## config.mk

```make
export PLATFORM = sky130hd
export DESIGN_NAME = mem_port_arbiter
export DESIGN_NICKNAME = d
export VERILOG_FILES = /design/src/rtl/mem_port_arbiter.sv
export SDC_FILE = /design/constraint.sdc
export NUM_CORES = 1
export LEC_CHECK = 0
export BUFFER_PORTS_ARGS = -buffer_cell sky130_fd_sc_hd__buf_2
export CAP_MARGIN = 20
export CORE_MARGIN = 2
export CORE_UTILIZATION = 46
export CTS_BUF_LIST = sky130_fd_sc_hd__clkbuf_16
export CTS_CLUSTER_SIZE = 16
export DETAILED_ROUTE_END_ITERATION = 6
export PLACE_DENSITY_LB_ADDON = 0.3
export SYNTH_ARGS = -nofsm -noshare
export SYNTH_HDL_FRONTEND = slang
export SYNTH_SLANG_ARGS = --single-unit
```

## constraint.sdc

```tcl
create_clock -name clk -period 2.2 [get_ports clk]
set_input_delay 0.11 -clock clk [delete_from_list [all_inputs] [get_ports clk]]
set_output_delay 0.11 -clock clk [all_outputs]
set_load 0.005 [all_outputs]
```

## src/rtl/mem_port_arbiter.sv

```systemverilog
`default_nettype none
// +---------------------------------------------------------------------------+
// | mem_port_arbiter: shares one memory port between fetch and load/store,    |
// | with alternating priority on contention and a watchdog abort.             |
// | Revision: 1.0                                                             |
// +---------------------------------------------------------------------------+
module mem_port_arbiter #(
    parameter int AW      = 32,
    parameter int DW      = 32,
    parameter int TIMEOUT = 15
) (
    input  logic          clk,
    input  logic          rst_n,
    input  logic          if_req,
    input  logic [AW-1:0] if_addr,
    output logic [DW-1:0] if_rdata,
    output logic          if_done,
    output logic          if_err,
    input  logic          ls_req,
    input  logic          ls_we,
    input  logic [AW-1:0] ls_addr,
    input  logic [DW-1:0] ls_wdata,
    input  logic [3:0]    ls_wmask,
    output logic [DW-1:0] ls_rdata,
    output logic          ls_done,
    output logic          ls_err,
    output logic          mem_req,
    output logic          mem_we,
    output logic [AW-1:0] mem_addr,
    output logic [DW-1:0] mem_wdata,
    output logic [3:0]    mem_wmask,
    input  logic [DW-1:0] mem_rdata,
    input  logic          mem_ready,
    output logic          busy,
    output logic          owner
);

    localparam int             WDW      = (TIMEOUT > 0) ? $clog2(TIMEOUT + 1) : 1;
    localparam logic [WDW-1:0] c_wd_max = WDW'(TIMEOUT);
    localparam bit             c_wd_en  = (TIMEOUT != 0);

    typedef enum logic [1:0] {
        ST_IDLE    = 2'd0,
        ST_BUSY_IF = 2'd1,
        ST_BUSY_LS = 2'd2
    } state_t;

    state_t         r_state;
    logic           r_last_owner;
    logic [WDW-1:0] r_wd;

    logic           w_if_elig;
    logic           w_ls_elig;
    logic           w_grant_any;
    logic           w_grant_ls;
    logic [WDW-1:0] w_wd_inc;
    logic           w_abort;

    // A port whose done is pulsing this cycle is finishing, not re-requesting.
    assign w_if_elig   = if_req & ~if_done;
    assign w_ls_elig   = ls_req & ~ls_done;
    assign w_grant_any = w_if_elig | w_ls_elig;
    assign w_grant_ls  = w_ls_elig & (~w_if_elig | ~r_last_owner);

    assign w_wd_inc = (r_wd == c_wd_max) ? r_wd : r_wd + 1'b1;
    assign w_abort  = c_wd_en && !mem_ready && (w_wd_inc == c_wd_max);

    always_ff @(posedge clk or negedge rst_n) begin
        if (!rst_n) begin
            r_state      <= ST_IDLE;
            r_last_owner <= 1'b0;
            r_wd         <= '0;
            if_rdata     <= '0;
            if_done      <= 1'b0;
            if_err       <= 1'b0;
            ls_rdata     <= '0;
            ls_done      <= 1'b0;
            ls_err       <= 1'b0;
            mem_req      <= 1'b0;
            mem_we       <= 1'b0;
            mem_addr     <= '0;
            mem_wdata    <= '0;
            mem_wmask    <= '0;
            busy         <= 1'b0;
            owner        <= 1'b0;
        end else begin
            if_done <= 1'b0;
            if_err  <= 1'b0;
            ls_done <= 1'b0;
            ls_err  <= 1'b0;
            case (r_state)
                ST_IDLE: begin
                    if (w_grant_any) begin
                        busy    <= 1'b1;
                        mem_req <= 1'b1;
                        r_wd    <= '0;
                        if (w_grant_ls) begin
                            owner        <= 1'b1;
                            r_last_owner <= 1'b1;
                            mem_we       <= ls_we;
                            mem_addr     <= ls_addr;
                            mem_wdata    <= ls_wdata;
                            mem_wmask    <= ls_wmask;
                            r_state      <= ST_BUSY_LS;
                        end else begin
                            owner        <= 1'b0;
                            r_last_owner <= 1'b0;
                            mem_we       <= 1'b0;
                            mem_addr     <= if_addr;
                            mem_wdata    <= '0;
                            mem_wmask    <= '0;
                            r_state      <= ST_BUSY_IF;
                        end
                    end
                end
                ST_BUSY_IF, ST_BUSY_LS: begin
                    // mem_ready outranks the watchdog when both land together.
                    if (mem_ready || w_abort) begin
                        mem_req <= 1'b0;
                        busy    <= 1'b0;
                        r_state <= ST_IDLE;
                        if (r_state == ST_BUSY_LS) begin
                            ls_done  <= 1'b1;
                            ls_err   <= ~mem_ready;
                            ls_rdata <= mem_ready ? mem_rdata : '0;
                        end else begin
                            if_done  <= 1'b1;
                            if_err   <= ~mem_ready;
                            if_rdata <= mem_ready ? mem_rdata : '0;
                        end
                    end else begin
                        r_wd <= w_wd_inc;
                    end
                end
                default: r_state <= ST_IDLE;
            endcase
        end
    end

endmodule
`default_nettype wire

```

Word-level counts from Yosys, hierarchy flattened
Cells that the tools add are included.

Add/sub/neg operators: 1. Equal/unequal tests: 7. Muxes and demuxes: 29. Bitwise logic cells: 11. Reductions and logical operators: 12.

Operator list (count): $mux 32 (3); $mux 1 (16); $mux 4 (4); $reduce_and 3->1 (4); $eq 4x4->1 const B (2); $pmux 4 s2 (1); $mux 2 (3); $ne 2x2->1 const B (3); $not 1->1 (6); $add 4x1->4 const B (1); $pmux 2 s2 (1); $reduce_and 2->1 (2); $and 1x1->1 (3); $eq 2x1->1 const B (1); $eq 2x2->1 const B (1); $logic_not 2->1 (1); $or 1x1->1 (2); $pmux 1 s2 (1); $reduce_bool 2->1 (1); $reduce_or 2->1 (1); $logic_and 1x1->1 (1); $logic_not 1->1 (1); $logic_or 1x1->1 (1).

Register bits after elaboration: 145. Output and inout port bits: 140. Logic and storage cells: 74.

Depth between registers and ports, before layout
Gate-level depths: netlist (run 1).

Depth in word-level cells: 8. Mapped depth: 7. Depth with buffers taken out: 6.

Worst setup path after synthesis (run 1)
No wires, ideal clock.

Path type: flip-flop to flip-flop. Start: reg r_state[0]. End: reg if_rdata[16]. Arrival: 1.611 ns. Data required time: 2.079 ns. Path slack: 0.468 ns. Stages on the path, launching flop included: 8. Path buffers: 2. Clock period less this slack: 1.732 ns. Cells stage by stage: dfrtp_1 -> inv_1 -> ha_1 -> and2b_2 -> and2_1 -> clkbuf_1 -> clkbuf_4 -> a22o_1.

Cells in the longest elaborated chain, start to end: 3.

RTL lines: start: declaration (RTL line 48) `state_t r_state;`; start signal: assignment (RTL line 70) `r_state <= ST_IDLE;`; start signal: assignment (RTL line 104) `r_state <= ST_BUSY_LS;`; start signal: assignment (RTL line 112) `r_state <= ST_BUSY_IF;`; $eq 2x2->1 / $eq 2x1->1 (equally long branches) (RTL line 91, 122); $reduce_or 2->1 / $not 1->1 (equally long branches); $reduce_and 3->1 (no source line) *; end signal: assignment (RTL line 129) `if_rdata <= mem_ready ? mem_rdata : '0;`; end: declaration (RTL line 16) `output logic [DW-1:0] if_rdata,`.

Mark *: on every way between the ends. The rest lies on a longest branch, timed or not. A chain may end at the register's enable or synchronous reset.

Worst setup path after layout (run 1)
Start: reg r_wd[0]. End: reg ls_rdata[24].

Cells in the longest elaborated chain, start to end: 6.

RTL lines: start: declaration (RTL line 50) `logic [WDW-1:0] r_wd;`; start signal: assignment (RTL line 132) `r_wd <= w_wd_inc;`; $add 4x1->4 / $eq 4x4->1 (equally long branches) (RTL line 65) `assign w_wd_inc = (r_wd == c_wd_max) ? r_wd : r_wd + 1'b1;`; $mux 4 * (RTL line 65); $eq 4x4->1 * (RTL line 66) `assign w_abort = c_wd_en && !mem_ready && (w_wd_inc == c_wd_max);`; $logic_and 1x1->1 * (RTL line 66); $logic_or 1x1->1 * (RTL line 118) `if (mem_ready || w_abort) begin`; $reduce_and 3->1 (no source line) *; end signal: assignment (RTL line 125) `ls_rdata <= mem_ready ? mem_rdata : '0;`; end: declaration (RTL line 24) `output logic [DW-1:0] ls_rdata,`.

Marked as above.

==> flow_summary.toml, run 1 <==
[outcome]
outcome = "finished clean"

[sta]
holdWs_ps = 3.979
min_period_ps = 1885
worst_tran_pin_value_ps = 478.4
finalHoldViolations = 0
unrepaired_setup_endpoints_after_global_routing = "false"
fin_setup_tns_ps = 0
slew_limit_fails = 0
timing.slew.headroom = 0.6811
fmax_mhz = 530.4
clock_skew_ps = 25.77
finalSetupViolCount = 0
finalCritPeriodShare = 0.8570

[clocking]
clockBufferDepth = 2
clock_tree.root_cell = "sky130_fd_sc_hd__clkbuf_16"
cts_resized = 0
cts_buffers = 17
cts_htree_levels = 4
tritoncts_clock_tree = "done"
insertion_delay_to_the_later_sink_of_the_worst_skew_pair_ps = 420
clkSinkCount = 145
cts_clock_pin_slew_for_the_worst_setup_and_hold_paths_ps = 60

[detailed_routing]
ant_nets = 0
drt_pass1_iterations = 5
drt-vias-per-instance = 5.235
drt-initial-drc-count = 412
detail_route.wirelength_mm = 17.60
routedWlPerCell_um = 17.80
drcViolationCount = 0
vias = 5177

[logic_synthesis]
synth.top_cells.by_area = "sky130_fd_sc_hd__dfrtp_1 63%, sky130_fd_sc_hd__a22o_1 15%, sky130_fd_sc_hd__mux2i_1 5.5%"
mappedNetlistArea_mm2 = 0.005802
synth_fp_nets = 583
ys_ff_latch = 145
netlist.area_leader.share = 0.6254
netlist-cell-type-count = 43
synth_edf_count = 0
fraction_of_synthesis_flops_using_an_asynchronous_set_or_reset_pin = 1.000
leading_cell_types_by_count_after_synthesis = "145 x sky130_fd_sc_hd__dfrtp_1, 99 x sky130_fd_sc_hd__a22o_1, 37 x sky130_fd_sc_hd__nand2_1"
netlist_instances = 442
synth_flop_cell = "sky130_fd_sc_hd__dfrtp_1"
ys_warn_count = 0
synth.most_common_cell = "sky130_fd_sc_hd__dfrtp_1"
sequential_share_of_the_synthesized_area = 0.6254
synthDominantAreaCellType = "sky130_fd_sc_hd__dfrtp_1"
mean_instance_size_in_the_synthesized_netlist_um2 = 13.13

[setup_path]
critical_path.max_fanout = 33
critical_path_capture_point_type = "flop"
crit_path_start_kind = "flop"
critPathRequiredTime_ps = 2500
criticalPathCategory = "flop to flop"
cp_data_arrival_time_ps = 2190

[final_layout]
area_growth_syn_to_layout_pct = 52.56
seqCellArea_mm2 = 0.003628
multi_input_comb_area_mm2 = 0.001926
final.fill_count = 837
final_layout_size_suffix_gt1_frac = 0.4074
design.final.nets = 943

[placement]
place_congestion = 0.8327
buffer_ports.inserted = 277
hpwlAfterDp_mm = 10.83

[pwr]
p_leak_nw = 4.616
vdd.ir_drop.worst_mv = 0.7488
seqPwrFrac = 0.386
p_clk_frac = 0.251
internal-power_mw = 7.804
switching_share = 0.3357
power.combinational.fraction = 0.364
total_switching_power_mw = 3.943
powerDensity_mw_per_mm2 = 1327

[global_routing]
grt_pass1_vias = 5393
grt_usage = 0.2546
pin_count_of_the_biggest_net_entering_global_routing = 65
grt_antenna_before_repair = 1
grt-ovfl-total = 0
first_pass_grt_wire_length_mm = 26.58

[min_path]
holdCritPathClass = "input port to flop"

[die]
die_w_um = 116.3
floorplan_core_area_mm2 = 0.01247
die_height_um = 116.3
pin_count = 278
fp-row-count = 41
floorplan.initialDensity = 0.4654
floorplan.die_area_mm2 = 0.01353

[flow_run]
drv_cap = 0
layer usage:
layer | up-vias | part of all wire | global-route usage
li1 | 2356 | - | -
met1 | 2512 | 0.38 | 0.2911
met2 | 263 | 0.51 | 0.4353
met3 | 46 | 0.081 | 0.08355
met4 | 0 | 0.031 | 0.1167
met5 | - | 0 | 0
power groups by stage:
stage	clock network, mW	registers [mW]	logic, mW
3_3_place_gp	0	4.48	3.96
4_1_cts	3.01	4.49	4.23
3_5_place_dp	0	4.48	4.12
6_report	2.94	4.53	4.27
5_1_grt	3.12	4.65	4.68
2_1_floorplan	0	4.55	2.20
layout by cell type, fill, tap and decap left out, drive strengths merged, types with 2 or more instances in the layout:
| master | instances |
|---|---|
| buf | 288 |
| nand2 | 37 |
| a21oi | 3 |
| clkinv | 3 |
| nand2b | 3 |
| mux2i | 32 |
| o21ai | 36 |
| and3 | 2 |
| diode | 2 |
| nor3 | 3 |
| a22o | 102 |
| nor2 | 4 |
| clkbuf | 17 |
| nor2b | 2 |
| and2b | 2 |
| dlygate4sd3 | 89 |
| a31oi | 2 |
| clkinvlp | 3 |
| dfrtp | 145 |
| bufinv | 3 |
| a21o | 2 |
| ha | 3 |
| o2bb2ai | 2 |
| inv | 14 |
| o211ai | 5 |
worst max-delay path: stages, from the launching register on:
cell,delay (ps)
sky130_fd_sc_hd__dfrtp_1,460
sky130_fd_sc_hd__ha_1,340
sky130_fd_sc_hd__nand2_1,170
sky130_fd_sc_hd__o22ai_4,260
sky130_fd_sc_hd__o211ai_4,110
sky130_fd_sc_hd__buf_12,190
sky130_fd_sc_hd__a22o_1,250
state kept, by name, indices dropped and copies added (netlist names):
register	flops
r_last_owner	1
mem_wmask	4
mem_wdata	32
ls_rdata	32
ls_err	1
if_rdata	32
if_err	1
r_wd	4
busy	1
mem_addr	32
mem_we	1
r_state	2
if_done	1
ls_done	1
path summary, 6_finish.rpt:
check                      slack, ps       endpoint  cells after the start          from
max                              310   ls_rdata[24]                      6       r_wd[0]
min                                4    mem_addr[1]                      3    ls_addr[1]
max reg2reg                      310   ls_rdata[24]                      6       r_wd[0]
min reg2reg                      480   mem_addr[27]                      2  mem_addr[27]
max in group asynchronous       1380  mem_wdata[26]                      3         rst_n
min in group asynchronous        210    ls_rdata[7]                      2         rst_n
timing repair:
item                                   in CTS  in global routing
hold buffers                               89                  0
endpoints found under the hold margin     159                  0
setup buffers                               0                  0
setup endpoints to repair                   0                  0
area by class of cell:
type                            instances  area share
Antenna cell                            2   0.0005655
Clock buffer                           17     0.04806
Clock inverter                         15     0.02036
Inverter                                8    0.003393
Multi-Input combinational cell        253      0.2176
Sequential cell                       145      0.4100
Tap cell                              172     0.02431
Timing Repair Buffer                  377      0.2758
kinds of logic after synthesis:
kind of cell | Yosys count | share of synthesized area
mux | 32 | 0.05521
xor+xnor | 1 | 0.002804
fa+ha+maj | 3 | 0.006470
simple gates | 57 | 0.04529
compound gates | 160 | 0.2200
flops | 145 | 0.6254
buf+inv | 44 | 0.04486
per-stage QoR:
| stage | cell area [um^2] | utilization | power, mW | setup slack (ps) | cells |
|---|---|---|---|---|---|
| final | 8851 | 0.7100 | 11.75 | 314.6 | 989 |
| after global routing | 8846 | 0.7096 | 12.46 | 194.7 | 987 |
| after CTS | 8846 | 0.7096 | 11.73 | 307.8 | 987 |
| after detailed placement | 7350 | 0.5896 | 8.596 | 320.9 | 866 |
| after global placement | 7350 | 0.5896 | 8.441 | 386.8 | 866 |
| after floorplan | 5802 | - | 6.749 | 468.3 | 442 |
No activity file was read; power rests on OpenSTA's default activity.
==> run 2: changes to the inputs <==
--- a/config.mk
+++ b/config.mk
@@ -7,8 +7,9 @@
 export LEC_CHECK = 0
 export BUFFER_PORTS_ARGS = -buffer_cell sky130_fd_sc_hd__buf_2
 export CAP_MARGIN = 20
+export CORE_ASPECT_RATIO = 1.1
 export CORE_MARGIN = 2
-export CORE_UTILIZATION = 46
+export CORE_UTILIZATION = 50
 export CTS_BUF_LIST = sky130_fd_sc_hd__clkbuf_16
 export CTS_CLUSTER_SIZE = 16
 export DETAILED_ROUTE_END_ITERATION = 6
==> constraint.sdc (replaced) <==
create_clock -name clk -period 2.3 [get_ports clk]
set_input_delay 0.115 -clock clk [delete_from_list [all_inputs] [get_ports clk]]
set_output_delay 0.115 -clock clk [all_outputs]
set_load 0.005 [all_outputs]
==> flow_summary.toml, run 2 (same netlist as run 1, synthesis figures left out) <==
[sta]
finalHoldViolations = 0
worst_tran_pin_value_ps = 1053
fin_setup_tns_ps = 0
finalSetupViolCount = 0
min_period_ps = 2004
slew_limit_fails = 0
finalCritPeriodShare = 0.8715
clock_skew_ps = 10.18
fmax_mhz = 498.9
timing.slew.headroom = 0.2951
unrepaired_setup_endpoints_after_global_routing = "false"

[detailed_routing]
drt-initial-drc-count = 278
ant_nets = 0
drt_pass1_iterations = 5
drcViolationCount = 0
detail_route.wirelength_mm = 17.70
vias = 5148
routedWlPerCell_um = 18.73
drt-vias-per-instance = 5.448

[flow_run]
drv_cap = 0

[global_routing]
pin_count_of_the_biggest_net_entering_global_routing = 78
grt_pass1_vias = 5274
grt_antenna_before_repair = 0
grt-ovfl-total = 0
first_pass_grt_wire_length_mm = 26.93
grt_usage = 0.2809

[setup_path]
critical_path_capture_point_type = "flop"
cp_data_arrival_time_ps = 2300
critical_path.startpoint = "if_done"
critPathRequiredTime_ps = 2600
criticalPathCategory = "flop to flop"
crit_path_start_kind = "flop"
critical_path.max_fanout = 66
crit-reg2reg-launch = "if_done"

[clocking]
insertion_delay_to_the_later_sink_of_the_worst_skew_pair_ps = 410
cts_buffers = 17
clock_tree.root_cell = "sky130_fd_sc_hd__clkbuf_16"
clockBufferDepth = 2
cts_clock_pin_slew_for_the_worst_setup_and_hold_paths_ps = 60
cts_htree_levels = 4
clkSinkCount = 145
tritoncts_clock_tree = "done"
cts_setup_buffers = 0

[min_path]
holdCritPathClass = "input port to flop"
min_from = "ls_addr[21]"

[placement]
buffer_ports.inserted = 277
placed_cells = 843
hpwlAfterDp_mm = 11.15
place_congestion = 0.7774

[final_layout]
mostFrequentLayoutCells = "276 x sky130_fd_sc_hd__buf_2, 145 x sky130_fd_sc_hd__dfrtp_1, 99 x sky130_fd_sc_hd__a22o_1, 73 x sky130_fd_sc_hd__dlygate4sd3_1, 37 x sky130_fd_sc_hd__nand2_1"
final.fill_count = 744
antenna_cells_inserted = 0
commonest_non_fill_non_tap_cell_in_the_layout = "sky130_fd_sc_hd__buf_2"
design.final.nets = 926
post_layout_nonfiller_instances = 945
area_growth_syn_to_layout_pct = 47.85
final_layout_size_suffix_gt1_frac = 0.4126

[outcome]
outcome = "finished clean"

[die]
fp-row-count = 41
floorplan.initialDensity = 0.5094
pin_count = 278
floorplan_core_area_mm2 = 0.01139
die_w_um = 106.7
floorplan.die_area_mm2 = 0.01248
die_height_um = 117.0

[pwr]
finalPower_mw = 11.09
p_leak_nw = 4.512
vdd.ir_drop.worst_mv = 0.6803
powerDensity_mw_per_mm2 = 1293
run 2: power breakdown:
group,total (mW),internal [mW],leakage (nW),switching [mW]
sequential,4.33,3.67,1.83,0.668
clock,2.69,1.67,0.275,1.02
combinational,4.07,2.03,2.40,2.04
total,11.1,7.37,4.51,3.72
run 2: final cells by class:
type	count	area (um^2)	share of cell area
flip-flops and latches	145	3628	0.4230
repair buffers	360	2236	0.2606
multi-input cells	253	1926	0.2245
clock buffers	17	425.4	0.04959
well taps	150	187.7	0.02188
clock inverters	12	145.1	0.01692
inverters	8	30.03	0.003501
run 2: metrics by stage:
| step | cell area (um^2) | utilization | hold slack [ps] | worst slack, ps |
|---|---|---|---|---|
| CTS | 8578 | 0.7532 | 1.032 | 342.1 |
| detailed placement | 7277 | 0.6390 | 35.60 | 352.0 |
| global placement | 7277 | 0.6390 | 32.80 | 454.3 |
| global route | 8578 | 0.7532 | 22.70 | 131.0 |
| finish | 8578 | 0.7532 | 13.65 | 295.6 |
| floorplan | 5802 | - | -180.6 | 568.3 |
run 2: layer usage:
layer	GRT usage	part of all wire	wire length, um	vias to the layer above
met1	0.3408	0.38	6700	2478
met4	0.1299	0.038	672	0
met3	0.07475	0.080	1420	53
met2	0.4747	0.50	8903	298
li1	-	-	-	2319
met5	0	0	0	-
run 2: path summary, 6_finish.rpt:
kind                                end  slack, ps  cells past startpoint
max                         mem_addr[5]        300                      5
min                        mem_addr[21]         10                      3
max reg2reg                 mem_addr[5]        300                      5
min reg2reg                mem_addr[22]        470                      2
max in group asynchronous   if_rdata[2]       1390                      3
min in group asynchronous   mem_addr[6]        170                      2
run 2: what timing repair did:
item	in CTS	in global routing
gates resized for setup	0	0
hold buffers	73	0
hold endpoints to repair	139	0
run 2: worst max-delay path, stage by stage (launching register included):
cell and delay, ps:
sky130_fd_sc_hd__dfrtp_1 370, sky130_fd_sc_hd__nor2b_1 120, sky130_fd_sc_hd__o21ai_4 850, sky130_fd_sc_hd__buf_12 330, sky130_fd_sc_hd__nand2_1 90, sky130_fd_sc_hd__o21ai_0 120
